==> config.mk <==
export PLATFORM = sky130hd
export DESIGN_NAME = frog_mover_flat
export DESIGN_NICKNAME = d
export VERILOG_FILES = /design/src/rtl/frog_mover_if.sv /design/src/rtl/frog_mover.sv /design/src/flat_wrapper.sv
export SDC_FILE = /design/constraint.sdc
export NUM_CORES = 1
export LEC_CHECK = 0
export CAP_MARGIN = 20
export CELL_PAD_IN_SITES_DETAIL_PLACEMENT = 1
export CELL_PAD_IN_SITES_GLOBAL_PLACEMENT = 1
export CORE_AREA = 2 2 66 68
export CTS_CLUSTER_SIZE = 8
export DETAILED_ROUTE_END_ITERATION = 10
export DIE_AREA = 0 0 68 70
export HOLD_SLACK_MARGIN = 0.03
export PLACE_DENSITY_LB_ADDON = 0.1
export SLEW_MARGIN = 20
export SYNTH_ARGS = -nofsm -noshare
export SYNTH_HDL_FRONTEND = slang
export SYNTH_SLANG_ARGS = --single-unit
==> constraint.sdc <==
create_clock -name clock -period 4.1 [get_ports clock]
set_clock_uncertainty 0.05 [all_clocks]
set_input_delay 0.41 -clock clock [delete_from_list [all_inputs] [get_ports clock]]
set_output_delay 0.41 -clock clock [all_outputs]
set_load 0.05 [all_outputs]
==> src/rtl/frog_mover_if.sv <==
// frog_mover_if: groups the frog game-state stage's move/hit inputs and its
// position, score and status outputs. The master drives the pulses and hit;
// the slave (frog_mover) drives position and status.
interface frog_mover_if #(
    parameter int unsigned COLS = 16,
    parameter int unsigned ROWS = 16
);
    localparam int unsigned XW = $clog2(COLS);
    localparam int unsigned YW = $clog2(ROWS);

    logic          up;
    logic          down;
    logic          left;
    logic          right;
    logic          hit;
    logic [XW-1:0] x;
    logic [YW-1:0] y;
    logic [7:0]    score;
    logic [2:0]    lives;
    logic          win;
    logic          dying;
    logic          game_over;

    modport master (
        output up, down, left, right, hit,
        input  x, y, score, lives, win, dying, game_over
    );

    modport slave (
        input  up, down, left, right, hit,
        output x, y, score, lives, win, dying, game_over
    );
endinterface

==> src/rtl/frog_mover.sv <==
// frog_mover: frog position, win/death sequencing, score and lives.
// Optional feature macro FROG_LIVES_EN: when defined, lives decrement on each
// hit and the game ends in OVER once they run out; when undefined, lives stay
// at LIVES, game_over is tied low and every death ends in a respawn.
module frog_mover #(
    parameter int unsigned COLS         = 16,
    parameter int unsigned ROWS         = 16,
    parameter int unsigned START_X      = 7,
    parameter int unsigned START_Y      = 15,
    parameter int unsigned LIVES        = 3,
    parameter int unsigned DEATH_CYCLES = 4
) (
    input logic         clock,
    input logic         reset,
    frog_mover_if.slave io_bus
);
    localparam int unsigned XW = $clog2(COLS);
    localparam int unsigned YW = $clog2(ROWS);
    localparam int unsigned CW = (DEATH_CYCLES > 1) ? $clog2(DEATH_CYCLES) : 1;

    localparam logic [XW-1:0] XStart = XW'(START_X);
    localparam logic [YW-1:0] YStart = YW'(START_Y);
    localparam logic [XW-1:0] XMax   = XW'(COLS - 1);
    localparam logic [YW-1:0] YMax   = YW'(ROWS - 1);
    localparam logic [CW-1:0] CntTop = CW'(DEATH_CYCLES - 1);

    typedef enum logic [1:0] {StPlay, StWin, StDead, StOver} state_e;

    state_e        r_state, w_state_d;
    logic [XW-1:0] r_x, w_x_d;
    logic [YW-1:0] r_y, w_y_d;
    logic [7:0]    r_score, w_score_d;
    logic [2:0]    r_lives, w_lives_d;
    logic [CW-1:0] r_cnt, w_cnt_d;
    logic [3:0]    w_pulses;

    assign w_pulses = {io_bus.up, io_bus.down, io_bus.left, io_bus.right};

    // State register; reset returns to the respawn position immediately.
    always_ff @(posedge clock or negedge reset) begin
        if (!reset) begin
            r_state <= StPlay;
            r_x     <= XStart;
            r_y     <= YStart;
            r_score <= 8'd0;
            r_lives <= 3'(LIVES);
            r_cnt   <= '0;
        end else begin
            r_state <= w_state_d;
            r_x     <= w_x_d;
            r_y     <= w_y_d;
            r_score <= w_score_d;
            r_lives <= w_lives_d;
            r_cnt   <= w_cnt_d;
        end
    end

    // Next-state: moves with edge clamping, hit priority, win and death exits.
    always_comb begin
        w_state_d = r_state;
        w_x_d     = r_x;
        w_y_d     = r_y;
        w_score_d = r_score;
        w_lives_d = r_lives;
        w_cnt_d   = r_cnt;
        unique case (r_state)
            StPlay: begin
                if (io_bus.hit) begin
                    w_state_d = StDead;
                    w_cnt_d   = CntTop;
`ifdef FROG_LIVES_EN
                    w_lives_d = r_lives - 3'd1;
`endif
                end else if ($onehot(w_pulses)) begin
                    unique case (w_pulses)
                        4'b1000: begin
                            if (r_y != '0) w_y_d = r_y - YW'(1);
                            if (r_y == YW'(1)) w_state_d = StWin;
                        end
                        4'b0100: if (r_y != YMax) w_y_d = r_y + YW'(1);
                        4'b0010: if (r_x != '0) w_x_d = r_x - XW'(1);
                        default: if (r_x != XMax) w_x_d = r_x + XW'(1);
                    endcase
                end
            end
            StWin: begin
                w_state_d = StPlay;
                w_x_d     = XStart;
                w_y_d     = YStart;
                if (r_score != 8'hFF) w_score_d = r_score + 8'd1;
            end
            StDead: begin
                if (r_cnt != '0) begin
                    w_cnt_d = r_cnt - CW'(1);
`ifdef FROG_LIVES_EN
                end else if (r_lives == 3'd0) begin
                    // Position stays frozen at the death cell.
                    w_state_d = StOver;
`endif
                end else begin
                    w_state_d = StPlay;
                    w_x_d     = XStart;
                    w_y_d     = YStart;
                end
            end
            default: w_state_d = StOver;
        endcase
    end

    assign io_bus.x     = r_x;
    assign io_bus.y     = r_y;
    assign io_bus.score = r_score;
    assign io_bus.win   = (r_state == StWin);
    assign io_bus.dying = (r_state == StDead);
`ifdef FROG_LIVES_EN
    assign io_bus.lives     = r_lives;
    assign io_bus.game_over = (r_state == StOver);
`else
    assign io_bus.lives     = 3'(LIVES);
    assign io_bus.game_over = 1'b0;
`endif

endmodule

==> src/flat_wrapper.sv <==
// flat-port wrapper written by rule: the top's interface ports become plain ports
module frog_mover_flat 
#(
    parameter int unsigned COLS         = 16,
    parameter int unsigned ROWS         = 16,
    parameter int unsigned START_X      = 7,
    parameter int unsigned START_Y      = 15,
    parameter int unsigned LIVES        = 3,
    parameter int unsigned DEATH_CYCLES = 4
)
  (clock, reset, io_bus_up, io_bus_down, io_bus_left, io_bus_right, io_bus_hit, io_bus_x, io_bus_y, io_bus_score, io_bus_lives, io_bus_win, io_bus_dying, io_bus_game_over);
  frog_mover_if #(.COLS(COLS), .ROWS(ROWS)) io_bus_i ();
  input logic clock;
  input logic reset;
  input wire logic [$bits(io_bus_i.up)-1:0] io_bus_up;
  input wire logic [$bits(io_bus_i.down)-1:0] io_bus_down;
  input wire logic [$bits(io_bus_i.left)-1:0] io_bus_left;
  input wire logic [$bits(io_bus_i.right)-1:0] io_bus_right;
  input wire logic [$bits(io_bus_i.hit)-1:0] io_bus_hit;
  output wire logic [$bits(io_bus_i.x)-1:0] io_bus_x;
  output wire logic [$bits(io_bus_i.y)-1:0] io_bus_y;
  output wire logic [$bits(io_bus_i.score)-1:0] io_bus_score;
  output wire logic [$bits(io_bus_i.lives)-1:0] io_bus_lives;
  output wire logic [$bits(io_bus_i.win)-1:0] io_bus_win;
  output wire logic [$bits(io_bus_i.dying)-1:0] io_bus_dying;
  output wire logic [$bits(io_bus_i.game_over)-1:0] io_bus_game_over;
  assign io_bus_i.up = io_bus_up;
  assign io_bus_i.down = io_bus_down;
  assign io_bus_i.left = io_bus_left;
  assign io_bus_i.right = io_bus_right;
  assign io_bus_i.hit = io_bus_hit;
  assign io_bus_x = io_bus_i.x;
  assign io_bus_y = io_bus_i.y;
  assign io_bus_score = io_bus_i.score;
  assign io_bus_lives = io_bus_i.lives;
  assign io_bus_win = io_bus_i.win;
  assign io_bus_dying = io_bus_i.dying;
  assign io_bus_game_over = io_bus_i.game_over;
  frog_mover #(.COLS(COLS), .ROWS(ROWS), .START_X(START_X), .START_Y(START_Y), .LIVES(LIVES), .DEATH_CYCLES(DEATH_CYCLES)) u_core (.clock(clock), .reset(reset), .io_bus(io_bus_i));
endmodule
Word-level counts from Yosys, hierarchy flattened --
Cells that the tools add are included. Widths: inputs -> output; s select.
Storage, ports and cells: bits in registers 20, logic and storage cells 73, output and inout bits 22, input bits 7
Operators by class: reduce and logical (&&, ||, !) cells 12, add/subtract/negate cells 9, multiplexer cells 23, equal/unequal tests 24
Operators by type and width (count):
- $mux 4 | 10
- $pmux 4 s3 | 2
- $ne 3x2->1 const B | 6
- $pmux 4 s2 | 2
- $mux 2 | 7
- $reduce_and 7->1 | 2
- $add 4x1->4 const B | 2
- $add 8x1->8 const B | 1
- $ne 2x2->1 const B | 4
- $ne 4x4->1 const B | 2
- $ne 8x8->1 const B | 1
- $reduce_bool 4->1 | 2
- $sub 4x1->4 const B | 2
- $ne 3x3->1 const B | 2
- $pmux 2 s3 | 1
- $add 1x1->2 | 2
- $eq 4x1->1 const B | 1
- $eq 4x2->1 const B | 1
- $eq 4x3->1 const B | 1
- $eq 4x4->1 const B | 1
- $ne 2x1->1 const B | 2
- $pmux 2 s2 | 1
- $reduce_and 4->1 | 1
- $reduce_bool 2->1 | 2
- other kinds (10) | 10

Longest topological paths before layout --
Gate-level depths: netlist (run 1).
depth after elaboration 6, gate-level depth with buffers 9, gate-level depth less buffers 9

Worst setup path before layout (run 1) --
No wires, ideal clock.
path kind input port to flip-flop, from in io_bus_right, to reg u_core.r_x[3] (netlist: u_core.io_bus.x[3]), arrival 2.675 ns, path buffers 1, slack 1.249 ns, library setup time 0.126 ns, data required time 3.924 ns, cell stages on the path 9, cells stage by stage inv_1 -> ha_1 -> ha_1 -> fa_1 -> or4b_4 -> a211oi_2 -> buf_6 -> a21boi_2 -> a311o_1
Between the ends: cells in the longest elaborated chain, start to end 6, elaborated cells on any way between the ends 16, those cells by class add/sub (2); eq/ne (8); mux (4); reduce/logical (2)
Ends and longest elaborated chain:
- start: declaration | RTL line flat_wrapper.sv:18 | input wire logic [$bits(io_bus_i.right)-1:0] io_bus_right;
- parallel branches: the longest is 6 deep, another holds $add 3x3->3
- end signal: assignment | RTL line frog_mover.sv:43 | r_x <= XStart;
- end signal: assignment | RTL line frog_mover.sv:50 | r_x <= w_x_d;
- end: declaration | RTL line frog_mover.sv:30 | logic [XW-1:0] r_x, w_x_d;
Several ways; the timed one is not identified. The select of a mux whose other input is x is not followed. A chain may end at the register's enable or synchronous reset.

Worst setup path after layout (run 1) --
from in io_bus_down, to reg u_core.r_x[0] (netlist: u_core.io_bus.x[0])
Between the ends: cells in the longest elaborated chain, start to end 6, elaborated cells on any way between the ends 16, those cells by class add/sub (2); eq/ne (8); mux (4); reduce/logical (2)
Ends and longest elaborated chain:
- start: declaration | RTL line flat_wrapper.sv:16 | input wire logic [$bits(io_bus_i.down)-1:0] io_bus_down;
- parallel branches: the longest is 6 deep, another holds $add 3x3->3
Several ways; the timed one is not identified. The select of a mux whose other input is x is not followed.

==> impl_metrics.csv, run 1 <==
group,metric,value,unit
logic_synthesis,syn_area,1544,um2
placed_design,gp_routability_congestion,0.7822,
logic_synthesis,ys_seq_area_frac,0.3298,
layout,final_common_cell,"clkdlybuf4s50_1",
logic_synthesis,synth-async-reset-ratio,1.000,
sta,hold_viol_final,0,
sta,tns,0,ns
setup_path,crit_arrival,3.47,ns
layout,most-common-layout-cells,"clkdlybuf4s50_1, ha_1, inv_1",
routing,routedWlPerCell,15.81,um
sta,post-route-min-period,3.324,ns
worst_hold_path,worstHoldStart,"u_core.io_bus.score[7]",
die,die_height,70,um
logic_synthesis,synth_top_area_cell,"dfrtp_1",
routing,wirelength,3.730,mm
clock_network,ctsResizeCount,0,
global_route,grtUsageTotal,0.1778,
logic_synthesis,synth_edf_count,0,
routing,viasPerCell,5.369,
layout,final_core_util,0.4487,
placed_design,place_hpwl,2.788,mm
placed_design,dpl_worst_slack,0.4872,ns
setup_path,path_class,"in -> reg",
placed_design,port_buffers,24,
global_route,antenna_found_initial,0,
flow_run,drv_cap,0,
global_route,overflow,0,
setup_path,crit_buf_inv,2,
sta,rsz0062_at_grt,"no",
layout,antenna_cells,0,
die,die_w,68,um
die,rows,24,
layout,area_growth,20.42,%
setup_path,timing.rr.start,"u_core.r_state[0]",
outcome,status,"completed",
die,initial_utilization,0.3726,
logic_synthesis,yosysTopAreaCellShare,0.2107,
clock_network,htreeDepth,1,
pwr,ir_drop,0.3114,mV
logic_synthesis,ys_seq_elements,20,
clock_network,cts_buffer_depth,2,
layout,fin_area,1859,um2
die,ioPinCount,29,
global_route,grt_pass1_wl,6.568,mm
sta,maxSlewViolCount,0,
clock_network,clk_pin_slew,0.08,ns
setup_path,end_kind,"flip-flop",
clock_network,cts_tree,"done",
setup_path,crit_required,4.25,ns
clock_network,cts_sinks,20,
sta,period_share,0.8107,
die,die_area,4760,um2
logic_synthesis,synth_area_leaders,"dfrtp_1, ha_1, dfstp_2",
routing,drt_iter0_markers,31,
sta,hold_ws,0.4461,ns
setup_path,critPathMaxStageDelay,0.55,ns
routing,drtPass1Iterations,4,
placed_design,place_area,1814,um2
logic_synthesis,syn_inst,160,
pwr,power_density,874.3,nW/um2
routing,vias,1267,
layout,fillers,483,
logic_synthesis,avgSynthCellArea,9.650,um2
setup_path,crit_family,"adder cells",
sta,setup_viol_count_final,0,
pwr,p_leak,0.8477,nW
routing,drcViolationCount,0,
die,core,4144,um2
setup_path,cp_max_fo,5,
clock_network,hold_buffers,0,
clock_network,clk_latency,0.27,ns
sta,fmax,300.9,MHz
sta,tightest_slew,0.9427,ns
logic_synthesis,ys_types,51,
logic_synthesis,synth_flop_cell,"dfrtp_1",
clock_network,cts_inserted_buffers,3,
sta,worst_slack,0.7763,ns
global_route,grt_max_degree,21,
layout,fin_nets,212,
global_route,grt_pass1_vias,1363,
logic_synthesis,yosysWarnings,0,
setup_path,path_common_cell,"ha_1",
sta,slew_headroom,0.3696,
layout,final_layout_size_suffix_gt1_frac,0.1196,
clock_network,cts_setup_buffers,0,
clock_network,root_buffer,"clkbuf_8",
setup_path,crit_chain,"clkdlybuf4s50_1 -> inv_1 -> ha_1 -> ha_1 -> fa_1 -> or4b_4 -> a211oi_2 -> and3_4 -> mux2_4",
setup_path,cp_slowest_cell,"or4b_4",
worst_hold_path,hold_path.class,"reg -> reg",
setup_path,worst_setup_path_start_kind,"input pin",
setup_path,cp-startpoint,"io_bus_down",
routing,ant_nets,0,
layer usage:
layer,global-route usage,wire length (um),up-vias
met1,0.2316,1695,626
met3,0.02899,133,5
met4,0.05556,59,0
li1,-,-,613
met2,0.2956,1841,23
met5,0,0,-
cell usage after synthesis, types with 4 or more instances:
library cell and instances:
a21oi_1 10, ha_1 19, dfrtp_1 13, nand4_1 4, xor2_1 6, nand3_1 5, nor3_1 4, nor2_1 13
inv_1 14, nand2_1 8, buf_4 4, dfstp_2 7
power by group:
group / switching [mW] / total (mW) / internal, mW / leakage [nW]
registers: 0.124 / 0.434 / 0.310 / 0.232
clock network: 0.0709 / 0.140 / 0.0695 / 0.0228
logic: 0.638 / 1.05 / 0.413 / 0.592
total: 0.833 / 1.63 / 0.793 / 0.848
flip-flops by register name, indices dropped and copies added (netlist names):
name / count
u_core.io_bus.y: 4
u_core.r_cnt: 2
u_core.io_bus.x: 4
u_core.r_state: 2
u_core.io_bus.score: 8
final timing paths:
kind                                          end  slack, ns  cells after the start
setup / recovery               u_core.io_bus.x[0]       0.78                      9
hold / removal             u_core.io_bus.score[7]       0.45                      1
setup reg to reg               u_core.io_bus.x[3]       1.81                      6
hold reg to reg            u_core.io_bus.score[7]       0.45                      1
max in group asynchronous      u_core.io_bus.x[3]       2.81                      1
min in group asynchronous         u_core.r_cnt[0]       0.61                      1
cells by family after synthesis:
kind of cell | share of synthesized area
compound gates | 0.1483
xor+xnor | 0.05106
fa+ha+maj | 0.1669
buf+inv | 0.06645
flops | 0.3298
mux | 0.04376
other cells | 0.004864
simple gates | 0.1888
area by class of cell:
type,count,area (um2),share of cell area
repair buffers,25,247.7,0.1332
inverters,14,52.55,0.02826
multi-input cells,121,939.7,0.5054
flip-flops and latches,20,509.2,0.2739
well taps,52,65.06,0.03499
clock buffers,4,45.04,0.02423
stage by stage:
| stage | total power [mW] | std cells |
|---|---|---|
| after floorplan | 1.205 | 162 |
| after global placement | 1.446 | 232 |
| after detailed placement | 1.492 | 232 |
| after CTS | 1.642 | 236 |
| after global routing | 1.763 | 236 |
| final | 1.626 | 236 |
(Power assumes the default switching activity.)
==> run 2: changes to the inputs <==
--- a/config.mk
+++ b/config.mk
@@ -8,10 +8,10 @@
 export CAP_MARGIN = 20
 export CELL_PAD_IN_SITES_DETAIL_PLACEMENT = 1
 export CELL_PAD_IN_SITES_GLOBAL_PLACEMENT = 1
-export CORE_AREA = 2 2 66 68
+export CORE_AREA = 2 2 69 71
 export CTS_CLUSTER_SIZE = 8
 export DETAILED_ROUTE_END_ITERATION = 10
-export DIE_AREA = 0 0 68 70
+export DIE_AREA = 0 0 71 73
 export HOLD_SLACK_MARGIN = 0.03
 export PLACE_DENSITY_LB_ADDON = 0.1
 export SLEW_MARGIN = 20
==> constraint.sdc (replaced) <==
create_clock -name clock -period 2.75 [get_ports clock]
set_clock_uncertainty 0.05 [all_clocks]
set_input_delay 0.275 -clock clock [delete_from_list [all_inputs] [get_ports clock]]
set_output_delay 0.275 -clock clock [all_outputs]
set_load 0.05 [all_outputs]
==> run 2 against run 1 <==
Clock-buffer cell count is the same. Setup slack got worse by 0.60 ns. Combinational power rose by 65%. Via count up 4.4%. Global-route usage decreased by 1.9 points. Routed wire length grew 3.8%. Critical endpoint is now u_core.io_bus.x[3]. Largest cell class unchanged.
==> impl_metrics.csv, run 2 (synthesis gave the netlist of run 1 again) <==
group,metric,value,unit
die,die_height,73,um
global_route,grtUsageTotal,0.1585,
placed_design,gp_routability_congestion,0.7610,
global_route,antenna_found_initial,0,
global_route,grt_pass1_vias,1461,
layout,final_layout_size_suffix_gt1_frac,0.2424,
routing,drcViolationCount,0,
clock_network,cts_inserted_buffers,3,
pwr,switching_share,0.4977,
pwr,p_comb_frac,0.674,
setup_path,crit_arrival,2.67,ns
layout,fin_nets,226,
routing,vias,1323,
routing,drt_iter0_markers,37,
clock_network,root_buffer,"clkbuf_8",
die,die_area,5183,um2
clock_network,clk_latency,0.26,ns
pwr,p_sw,1.280,mW
sta,post-route-min-period,2.578,ns
die,die_w,71,um
sta,fmax,388.0,MHz
placed_design,port_buffers,24,
pwr,ir_drop,0.5577,mV
placed_design,dp.cells,245,
routing,ant_nets,0,
global_route,grt_max_degree,16,
sta,hold_ws,0.3767,ns
layout,fin_area,2006,um2
placed_design,place_area,1899,um2
die,core,4536,um2
sta,rsz0062_at_grt,"no",
flow_run,drv_cap,0,
worst_hold_path,hold_path.class,"in -> async",
layout,final_common_cell,"clkdlybuf4s50_1",
layout,fillers,526,
layout,final_core_util,0.4422,
routing,routedWlPerCell,15.37,um
pwr,power,2.571,mW
outcome,status,"completed",
layout,most-common-layout-cells,"clkdlybuf4s50_1, ha_1, nor2_1, buf_4, dfrtp_1",
global_route,grt_pass1_wl,6.665,mm
clock_network,cts_buffer_depth,2,
pwr,power_density,1282,nW/um2
pwr,p_int,1.291,mW
sta,period_share,0.9373,
setup_path,path_class,"in -> reg",
pwr,p_leak,0.9179,nW
placed_design,place_hpwl,2.964,mm
die,ioPinCount,29,
clock_network,hold_buffers,0,
setup_path,cp_max_fo,3,
sta,hold_viol_final,0,
sta,setup_viol_count_final,0,
clock_network,clk_pin_slew,0.08,ns
die,initial_utilization,0.3404,
routing,viasPerCell,5.250,
sta,tightest_slew,0.6833,ns
setup_path,worst_setup_path_start_kind,"input pin",
clock_network,cts_tree,"done",
sta,slew_headroom,0.5430,
pwr,p_seq_frac,0.249,
clock_network,htreeDepth,1,
setup_path,crit_required,2.84,ns
pwr,clkPwrFrac,0.078,
setup_path,r2r_cells,7,
routing,wirelength,3.873,mm
global_route,overflow,0,
clock_network,cts_sinks,20,
layout,antenna_cells,0,
die,rows,25,
sta,maxSlewViolCount,0,
routing,drtPass1Iterations,4,
layout,area_growth,29.90,%
setup_path,end_kind,"flip-flop",
layout,fin_cells,252,
layout,largest_register_ffs,8,
-- run 2: cell type report --
cell class                 count  area (um2)  share of cell area
timing repair buffer          39       340.3              0.1697
tap                           54       67.56             0.03369
clock buffer                   4       45.04             0.02246
sequential                    20       509.2              0.2539
inverter                      14       52.55             0.02620
multi-input combinational    121       991.0              0.4941
-- run 2: worst max-delay path, cell delays in order --
cell and delay, ns:
clkbuf_2 0.10, inv_2 0.05, ha_4 0.24, ha_4 0.15
fa_1 0.46, or4b_4 0.56, a211oi_4 0.33, buf_6 0.15
a21boi_2 0.04, a311o_1 0.32
-- run 2: per-stage QoR --
step	TNS, ns	worst slack, ns
after floorplan	0	0.03362
after global placement	-3.819	-0.5561
after detailed placement	-4.423	-0.6154
final	0	0.1725
after global routing	0	0.06461
after CTS	0	0.008161
-- run 2: layer usage --
layer	global-route usage	vias to the layer above	part of all wire
met5	0	-	0
met4	0.05660	0	0.012
met3	0.01796	6	0.027
met2	0.2960	22	0.54
met1	0.1873	655	0.42
li1	-	640	-
-- run 2: final timing paths --
path / from / end / slack (ns)
max reg2reg: u_core.r_state[0] / u_core.io_bus.x[3] / 0.63
min: reset / u_core.io_bus.score[2] / 0.38
min reg2reg: u_core.io_bus.score[6] / u_core.io_bus.score[6] / 0.45
max: io_bus_right / u_core.io_bus.x[3] / 0.17
min in group clock: u_core.io_bus.score[6] / u_core.io_bus.score[6] / 0.45
max in group asynchronous: reset / u_core.io_bus.x[0] / 1.63
-- run 2: power groups by stage --
stage                     logic (mW)  registers [mW]  clock network [mW]
after floorplan                0.873           0.923                   0
after global placement          1.59           0.633                   0
after detailed placement        1.65           0.642                   0
after CTS                       1.69           0.640               0.208
after global routing            1.89           0.674               0.220
final                           1.73           0.640               0.199
-- run 2: timing repair --
| action | CTS | global route |
|---|---|---|
| resized for setup | 8 | 16 |
| setup endpoints to repair | 8 | 7 |
| buffers inserted | 1 | 2 |
| pin swaps | 4 | 6 |
| endpoints found under the hold margin | 0 | 0 |
